<file path="src/rtl/fifo_ms_nsink.sv">
// Broadcast FIFO: one producer, SINKS independent first-word-fall-through readers.
// Optional per-sink enable mask via FIFO_MS_SINK_MASK_EN.
module fifo_ms_nsink #(
   parameter int unsigned WIDTH = 8,
   parameter int unsigned DEPTH = 4,
   parameter int unsigned SINKS = 2
) (
   input  logic                   ck,
   input  logic                   rst,
   input  logic                   wr,
   input  logic [WIDTH-1:0]       datain,
   output logic                   full,
   input  logic [SINKS-1:0]       rd,
   output logic [SINKS-1:0]       empty,
   output logic [SINKS*WIDTH-1:0] dataout
`ifdef FIFO_MS_SINK_MASK_EN
   ,
   input  logic [SINKS-1:0]       sink_en
`endif
);

   localparam int unsigned AW = $clog2(DEPTH);
   localparam int unsigned PW = AW + 1;

   logic [PW-1:0]    r_wp;
   logic [PW-1:0]    r_rp  [SINKS];
   logic [WIDTH-1:0] r_mem [DEPTH];

   logic [SINKS-1:0] w_en;
   logic [PW-1:0]    w_occ    [SINKS];
   logic [PW-1:0]    w_rp_nxt [SINKS];
   logic [SINKS-1:0] w_empty;
   logic [SINKS-1:0] w_full_vec;
   logic             w_full;
   logic             w_wr_ok;
   logic [PW-1:0]    w_wp_nxt;

`ifdef FIFO_MS_SINK_MASK_EN
   assign w_en = sink_en;
`else
   assign w_en = '1;
`endif

   // Wrap bit makes occ == DEPTH distinguishable from occ == 0.
   always_comb begin
      for (int i = 0; i < SINKS; i++) begin
         w_occ[i]      = r_wp - r_rp[i];
         w_empty[i]    = (w_occ[i] == '0) || !w_en[i];
         w_full_vec[i] = (w_occ[i] == PW'(DEPTH)) && w_en[i];
      end
   end

   assign w_full   = |w_full_vec;
   assign w_wr_ok  = wr && !w_full;
   assign w_wp_nxt = w_wr_ok ? r_wp + PW'(1) : r_wp;

   // A disabled sink shadows the post-edge write pointer.
   always_comb begin
      for (int i = 0; i < SINKS; i++) begin
         w_rp_nxt[i] = r_rp[i];
         if (!w_en[i]) begin
            w_rp_nxt[i] = w_wp_nxt;
         end else if (rd[i] && !w_empty[i]) begin
            w_rp_nxt[i] = r_rp[i] + PW'(1);
         end
      end
   end

   always_ff @(posedge ck) begin
      if (rst) begin
         r_wp <= '0;
         for (int i = 0; i < SINKS; i++) begin
            r_rp[i] <= '0;
         end
         for (int j = 0; j < DEPTH; j++) begin
            r_mem[j] <= '0;
         end
      end else begin
         if (w_wr_ok) begin
            r_mem[r_wp[AW-1:0]] <= datain;
         end
         r_wp <= w_wp_nxt;
         for (int i = 0; i < SINKS; i++) begin
            r_rp[i] <= w_rp_nxt[i];
         end
      end
   end

   for (genvar g = 0; g < SINKS; g++) begin : g_out
      assign dataout[g*WIDTH +: WIDTH] = r_mem[r_rp[g][AW-1:0]];
   end

   assign full  = w_full;
   assign empty = w_empty;

endmodule
</file>
<file path="config.mk">
export PLATFORM = sky130hd
export DESIGN_NAME = fifo_ms_nsink
export DESIGN_NICKNAME = d
export VERILOG_FILES = /design/src/rtl/fifo_ms_nsink.sv
export SDC_FILE = /design/constraint.sdc
export NUM_CORES = 1
export LEC_CHECK = 0
export BUFFER_PORTS_ARGS = -buffer_cell sky130_fd_sc_hd__buf_2
export CAP_MARGIN = 10
export CORE_UTILIZATION = 30
export DETAILED_ROUTE_END_ITERATION = 12
export GPL_ROUTABILITY_DRIVEN = 0
export MAX_ROUTING_LAYER = met4
export PLACE_DENSITY_LB_ADDON = 0.08
export RECOVER_POWER = 25
export SLEW_MARGIN = 20
export SYNTH_ARGS = -nofsm -noshare
export SYNTH_HDL_FRONTEND = slang
export SYNTH_SLANG_ARGS = --single-unit
</file>
<file path="constraint.sdc">
create_clock -name ck -period 2.9 [get_ports ck]
set_input_delay 0.435 -clock ck [delete_from_list [all_inputs] [get_ports ck]]
set_output_delay 0.435 -clock ck [all_outputs]
set_load 0.01 [all_outputs]
</file>
# Word-level counts from Yosys, hierarchy flattened
# Memory sizes are Yosys's and may differ from the RTL's.
# Index checks and enable logic that the tools add are counted.
[op_classes]
n_reduce_logical = 10
n_bitwise = 2
mux = 13
eq_ne = 2
add_sub_neg = 5
[op_table]
columns = ["op", "count"]
rows = [
  ["two-way mux 3 bit", 4],
  ["adder 3 x 1 -> 3 bit, second input constant", 3],
  ["two-way mux 8 bit", 1],
  ["OR reduction 8 bit", 1],
  ["two-way mux 1 bit", 7],
  ["== test 3 bit, second input constant", 2],
  ["zero test 3 bit", 2],
  ["subtractor 3 bit", 2],
  ["logical AND 1 bit", 3],
  ["zero test 1 bit", 3],
  ["two-way mux 2 bit", 1],
  ["bitwise OR 1 bit", 2],
  ["OR reduction 2 bit", 1],
]
[totals]
register_bits = 3
in_bits = 13
mem_bits_rw = 38
output_inout_bits = 19
mem_count = 2
[memory_table]
columns = ["name", "depth", "width", "read_ports", "rd_clocked_by_memory_dff", "write_ports", "line_no", "rtl"]
rows = [
  ["r_mem", 4, 8, 2, 0, 4, "27", "logic [WIDTH-1:0] r_mem [DEPTH];"],
  ["r_rp", 2, 3, 2, 0, 2, "26", "logic [PW-1:0] r_rp [SINKS];"],
]

# Longest topological paths before layout
# Gate-level depths: netlist of run 1.
# An unclocked memory read counts as a cell.
[depth]
word_depth = 11
ltp_mapped = 8
ltp_nobuf = 6

# Least setup slack after synthesis of run 1
# OpenSTA, ideal clock, no wires.
[synth_timing]
kind = "reg2reg"
startpoint = "memory r_rp[0][1] (netlist name)"
endpoint = "memory r_mem[0][0], enable pin"
stages_incl_launch_ff = 9
setup_ps = 375
synth_period_minus_slack_ps = 2463
arrival_ps = 2088
setup_slack_ps = 437
cell_sequence = "dfxtp_1 clkbuf_1 inv_1 ha_1 nor2b_1 xnor2_2 o221ai_4 buf_6 o21bai_1"
[synth_lines]
columns = ["item", "line_no"]
rows = [
  ["start: declaration", "26"],
  ["end: declaration", "27"],
]

# Final worst setup path of run 1
[layout_timing]
startpoint = "register r_wp[0]"
endpoint = "output port full"
[layout_between]
elab_chain_cells = 3
elab_cells_between_ends = 5
classes_between = "add/sub (2); eq/ne (2); reduce/logical (1)"
[layout_lines]
columns = ["item", "line_no", "rtl"]
rows = [
  ["start: declaration", "25", "logic [PW-1:0] r_wp;"],
  ["start signal: assignment", "82", "r_wp <= w_wp_nxt;"],
  ["subtractor 3 bit", "47", "w_occ[i] = r_wp - r_rp[i];"],
  ["== test 3 bit", "49", "w_full_vec[i] = (w_occ[i] == PW'(DEPTH)) && w_en[i];"],
  ["OR reduction 2 bit *", "53", "assign w_full = |w_full_vec;"],
  ["end: declaration", "12", "output logic full,"],
]
# Mark *: on every way between the ends. The rest lies on a longest branch, timed or not.

==> results by group, run 1 <==
Outcome
  • Status: finished clean

Global route
  • Global-route wire length before repair: just over 8 mm
  • Vias in the first global route: ~1600
  • GRT Util Overall: around 15%
  • Total global routing overflow: 0
  • Initial antenna violation count: 0
  • Pin count of the biggest net entering global routing: 24

Min path
  • HP Start: datain[4]
  • Worst min path class: in2reg
  • Hold Path Sink: r_mem[3][4]
  • Hold path depth: 3

Setup path
  • Worst Setup SP: r_wp[0]
  • R2r endpoint: r_mem[0][5]
  • Worst Path Buf+Inv: 2
  • Worst Path Arrival: between 1500 and 2000 ps
  • Family with the most delay on the worst path: flip-flops
  • Critical Path Max Stage Delay: slightly above 400 ps
  • Crit path max fanout: 7
  • CP Launch Type: flip-flop
  • Flop2flop setup slack: roughly 650 ps
  • CP required: approximately 2500 ps
  • Reg2Reg Depth: 7
  • Crit Path Class: reg2out
  • Setup crit end kind: output pin
  • Worst R2R Start: r_wp[0]
  • Critical-path top delay cell: dfxtp_1
  • Crit path cell chain: inv_1 -> ha_1 -> nor2b_1 -> xnor2_2 -> o22ai_1 -> buf_2

Routing
  • DR WL/cell: ~16 um
  • DRT iter0 DRCs: 35
  • Drt total wl: around 5.1 mm
  • Post-route ant nets: 0
  • DR vias/cell: around 4.8
  • Initial DRT Pass Iterations: 4
  • DRC Markers: 0
  • Via count: around 1500

Pwr
  • P_leak: about 1 nW
  • Pwr dens: between 800 and 900 mW/mm^2
  • Post-layout total power: around 2.3 mW
  • Peak VDD IR: roughly 0.32 mV

Clocking
  • Hold Buf Count CTS: 0
  • Worst skew pair latency: about 290 ps
  • Post-CTS Resized: 0
  • H-tree Lvls: 2
  • Post-CTS Setup Bufs: 0
  • CTS Root Buffer Type: clkbuf_8
  • Inserted Clock Buffers: 5
  • CTS Buffer Depth: 2
  • Clk slew on worst S/H paths: about 80 ps
  • Number of clock sinks: approximately 40
  • CTS tree: done

STA
  • TNS Setup: 0 ps
  • Worst slew pin tran: 476 ps
  • Hold slack: between 400 and 500 ps
  • Slew margin rel.: a little under 70%
  • RSZ-0062 raised after global routing: false
  • Final hold vios: 0
  • Final setup viols: 0
  • Fin crit share: a little under 80%
  • Skew final: ~5.3 ps
  • Max Transition Viols Final: 0
  • Min Tclk post-route: ~2300 ps
  • Max Clock Freq: ~430 MHz

Finish
  • Final nets: approximately 230
  • Final Instance Count excl. Fillers: 312
  • Inserted Diodes: 0
  • Final Instance Area: 0.00266 sq mm
  • P&R area growth vs syn: 15.7%
  • Share of post-route cells with drive strength above 1: 30.5%

Yosys
  • Number of distinct library cells after synthesis: 30
  • Synth Register Bits: 41
  • Yosys top cell by area: edfxtp_1
  • Synthesized area per cell: 13.0 sq um
  • Top-area cell type share of the netlist area: about two fifths
  • Synthesis Warnings: 0
  • Synth Cell Area: 0.00230 sq mm
  • Mapped Nets: 196
  • Post-Syn Instances: 176
  • Seq/Total Area, Yosys: 49.7%
  • Top cells by area, synth: edfxtp_1, mux4_2, dfxtp_1

Die
  • Die height: 89.5 um
  • IO Pins: 32
  • Core Area: around 0.0073 sq mm
  • Initial Util: between 30% and 40%
  • Chip width: just under 90 um
  • Cell row count: 31
  • Die area: around 0.008 sq mm

Placement
  • Post-detail-place hpwl: around 3.6 mm
  • Buffers on Ports: 31
  • Dpl cells: a little over 300
  • Area after DPL: between 0.002 and 0.003 sq mm

Run
  • Maxcap violations: 0
per-stage QoR:
step                      util (%)  worst slack (ps)
after floorplan                  -               437
after global placement        35.1               687
after detailed placement      35.1               626
after CTS                     36.6               545
after global routing          36.3               466
final                         36.3               598
state kept, by name, indices dropped and copies added (netlist names):
signal  count
r_mem      32
r_rp        6
r_wp        3
worst min-delay path, delay by kind of cell:
family / cells / cell delay [ps]
buffers and inverters: 2 / 140
AND/OR/NAND/NOR: 1 / 100
how the worst max path moves through the flow:
stage,to,slack (ps),cells after the start
6_report,full,600,6
5_1_grt,full,470,6
4_1_cts,full,550,6
3_5_place_dp,r_mem[0][5],630,7
3_3_place_gp,r_mem[0][5],690,7
2_1_floorplan,r_mem[0][0],440,8
cell families after synthesis:
kind of cell	share of synthesized area, %
fa+ha+maj	3.81
compound gates	5.29
mux	20.1
simple gates	14.2
flops	49.7
buf+inv	4.69
xor+xnor	2.18
layer usage:
| metal | wire length (um) | part of all wire, % | GRT usage (%) | up-vias |
|---|---|---|---|---|
| met4 | 72 | 1.4 | 4.76 | 0 |
| met3 | 260 | 5.1 | 3.32 | 6 |
| met1 | 2140 | 42 | 17.1 | 736 |
| met5 | 0 | 0 | - | - |
| li1 | - | - | - | 725 |
| met2 | 2600 | 51 | 25.5 | 39 |
cell type report:
| class | instances | area (sq um) |
|---|---|---|
| timing repair buffer | 40 | 214 |
| tap | 99 | 124 |
| inverter | 11 | 41.3 |
| multi-input combinational | 113 | 1030 |
| clock buffer | 6 | 72.6 |
| clock inverter | 2 | 33.8 |
| sequential | 41 | 1140 |
| fill | 738 | 4670 |
Yosys cell counts (all sizes together):
library cell / instances
mux2: 6
o22ai: 1
mux2i: 3
edfxtp: 32
clkbuf: 3
or2: 1
mux4: 16
inv: 11
and2: 5
a21oi: 2
o221a: 1
nand2: 5
o221ai: 2
xnor2: 2
buf: 8
a31o: 1
nor2b: 8
a21boi: 2
nand2b: 7
o21bai: 3
xor2: 2
nor2: 15
ha: 7
nor3: 24
dfxtp: 9
cell usage in the layout, fill, tap and decap left out, drive strengths merged, types with 2 or more instances in the layout:
cell	count
nor2	15
nand2b	7
o221ai	2
ha	7
xor2	2
nor2b	8
inv	11
a21oi	2
xnor2	2
nor3	24
mux4	16
a21boi	2
edfxtp	32
nand2	5
mux2	6
o21bai	3
buf	33
clkbuf	13
mux2i	3
dfxtp	9
and2	5
where the power goes:
group	leakage, nW	switching [mW]	internal, mW
clock network	0.0528	0.190	0.254
registers	0.406	0.0548	0.740
logic	0.545	0.586	0.456
total	1.00	0.831	1.45
No activity file was read; power rests on OpenSTA's default activity.
==> run 2: changes to the inputs <==
Clock period 2.9 ns to 2.1 ns, I/O delays scaled along.
==> results by group, run 2 (same netlist as run 1, synthesis figures left out) <==
Outcome
  • Status: finished clean (unchanged)

Routing
  • DRC Markers: 0 (unchanged)
  • Initial DRT Pass Iterations: 4 (unchanged)
  • Via count: 1523 (was 1506)
  • Drt total wl: 5.10 mm (was 5.08 mm)
  • DR vias/cell: 4.79 (was 4.83)
  • DR WL/cell: 16.0 um (was 16.3 um)
  • DRT iter0 DRCs: 68 (was 35)
  • Post-route ant nets: 0 (unchanged)

Clocking
  • Inserted Clock Buffers: 5 (unchanged)
  • CTS Root Buffer Type: clkbuf_8 (unchanged)
  • Worst skew pair latency: 290 ps (about the same)
  • Number of clock sinks: 41 (unchanged)
  • Clk slew on worst S/H paths: 80 ps (about the same)
  • CTS Buffer Depth: 2 (unchanged)
  • H-tree Lvls: 2 (unchanged)
  • Hold Buf Count CTS: 0 (unchanged)
  • CTS tree: done (unchanged)

Pwr
  • Pwr dens: 1200 mW/mm^2 (was 858 mW/mm^2)
  • Pint: 2.15 mW (was 1.45 mW)
  • P_leak: 1.08 nW (was 1.00 nW)
  • Post-layout total power: 3.33 mW (was 2.28 mW)
  • Logic pwr share: 48.6% (was 45.7%)
  • Net Sw Power: 1.18 mW (was 0.831 mW)
  • Clock power share: 18.5% (was 19.5%)
  • Switching Share: 35.5% (was 36.4%)
  • Peak VDD IR: 0.483 mV (was 0.320 mV)
  • Flop pwr share: 33.0% (was 34.8%)

STA
  • Slew margin rel.: 70.4% (was 68.3%)
  • Max Clock Freq: 507 MHz
  • Min Tclk post-route: 1970 ps
  • Worst slew pin tran: 444 ps (was 476 ps)
  • Fin crit share: between 90% and 100%
  • TNS Setup: 0 ps (unchanged)
  • Skew final: 10.2 ps (was 5.34 ps)
  • Max Transition Viols Final: 0 (unchanged)
  • Hold slack: 370 ps (was 498 ps)
  • Final setup viols: 0 (unchanged)
  • Final hold vios: 0 (unchanged)

Setup path
  • Critical-path top delay cell: dfxtp_2 (was dfxtp_1)
  • Critical Path Max Stage Delay: 330 ps (was 410 ps)
  • CP required: 1780 ps (was 2470 ps)
  • Reg2Reg Depth: 8 (was 7)
  • Crit path depth: 7 (was 6)
  • Crit path cell chain: inv_2 -> ha_1 -> nor2b_2 -> xnor2_2 -> buf_4 -> and2_1 -> buf_2 (was inv_1 -> ha_1 -> nor2b_1 -> xnor2_2 -> o22ai_1 -> buf_2)
  • Worst Path Buf+Inv: 3 (was 2)
  • Family with the most delay on the worst path: buffers and inverters (was flip-flops)
  • Setup crit end kind: output pin (unchanged)
  • Crit Path Class: reg2out (unchanged)
  • Crit path max fanout: 5 (was 7)
  • CP Launch Type: flip-flop (unchanged)
  • Worst Path Arrival: 1660 ps (was 1870 ps)

Finish
  • Share of post-route cells with drive strength above 1: 41.6% (was 30.5%)
  • Final nets: 239 (was 232)
  • Largest regs: r_mem (32), r_rp (6), r_wp (3) (unchanged)
  • P&R area growth vs syn: 20.4% (was 15.7%)
  • Commonest non-fill, non-tap cell in the layout: edfxtp_1 (unchanged)
  • Core Util, Final: 37.7% (was 36.3%)
  • Final Instance Area: 0.00276 sq mm (was 0.00266 sq mm)
  • Inserted Diodes: 0 (unchanged)
  • # fillers: 714 (was 738)
  • Most frequent cells in the layout: edfxtp_1, buf_2, nor3_1 (was edfxtp_1, nor3_1, buf_2)
  • Biggest register: r_mem (unchanged)
  • Max FFs per register: 32 (unchanged)

Die
  • Core Area: 0.00733 sq mm (unchanged)
  • Die height: 89.5 um (unchanged)
  • IO Pins: 32 (unchanged)
  • Die area: 0.00801 sq mm (unchanged)
  • Chip width: 89.5 um (unchanged)
  • Initial Util: 31.3% (unchanged)
  • Cell row count: 31 (unchanged)

Placement
  • Post-detail-place hpwl: 3.67 mm (was 3.64 mm)
  • Area after DPL: 0.00263 sq mm (was 0.00258 sq mm)
  • Buffers on Ports: 31 (unchanged)

Global route
  • Global-route wire length before repair: 8.33 mm (was 8.09 mm)
  • Initial antenna violation count: 0 (unchanged)
  • GRT Util Overall: 14.9% (was 14.8%)
  • Vias in the first global route: 1655 (was 1584)
  • Pin count of the biggest net entering global routing: 23 (was 24)
  • Total global routing overflow: 0 (unchanged)

Run
  • Maxcap violations: 0 (unchanged)

Min path
  • Worst min path class: in2reg (unchanged)
  • Hold path depth: 3 (unchanged)
## run 2: power groups by stage
stage                     registers (mW)  clock network [mW]  logic, mW
after floorplan                     1.09                   0       1.10
after global placement              1.11                   0       1.54
after detailed placement            1.12                   0       1.56
after CTS                           1.10               0.638       1.58
after global routing                1.11               0.672       1.80
final                               1.10               0.615       1.62
## run 2: worst register-to-register path, cell delays in order (launching register included)
cell and delay, ps:
dfxtp_2 330, inv_2 50, ha_1 180, nor2b_2 160
xnor2_2 160, buf_4 160, buf_4 120, a21boi_0 320
mux2_2 380
## run 2: repair_timing
action / CTS / global route
gates resized for setup: 0 / 7
endpoints found under the setup margin: 1 / 67
pin swaps: 1 / 2
buffers inserted: 1 / 2
## run 2: final cells by class
| cell class | count | area [sq um] | area share (%) |
|---|---|---|---|
| Inverter | 11 | 41.3 | 1.49 |
| Clock buffer | 5 | 68.8 | 2.49 |
| Tap cell | 99 | 124 | 4.48 |
| Sequential cell | 41 | 1140 | 41.4 |
| Clock inverter | 2 | 35.0 | 1.27 |
| Multi-Input combinational cell | 113 | 1070 | 38.7 |
| Timing Repair Buffer | 47 | 282 | 10.2 |
## run 2: stage by stage
| stage | instances | worst slack, ps |
|---|---|---|
| floorplan | 176 | -42.4 |
| global placement | 308 | 90.2 |
| finish | 318 | 128 |
| CTS | 316 | 26.0 |
| detailed placement | 308 | 62.4 |
| global route | 318 | -1.96 |
## run 2: layer usage
metal	global-route usage, %	vias to the layer above	part of all wire, %
met5	-	-	0
met2	26.2	25	54
met3	3.05	5	2.5
met4	4.62	0	1.7
met1	16.9	754	42
li1	-	739	-
## run 2: worst paths after layout
check / end / startpoint / slack, ps
max reg2reg: r_rp[0][0] / r_wp[0] / 130
min reg2reg: r_wp[1] / r_wp[1] / 540
max: empty[1] / r_wp[0] / 130
min: r_mem[3][6] / datain[6] / 370
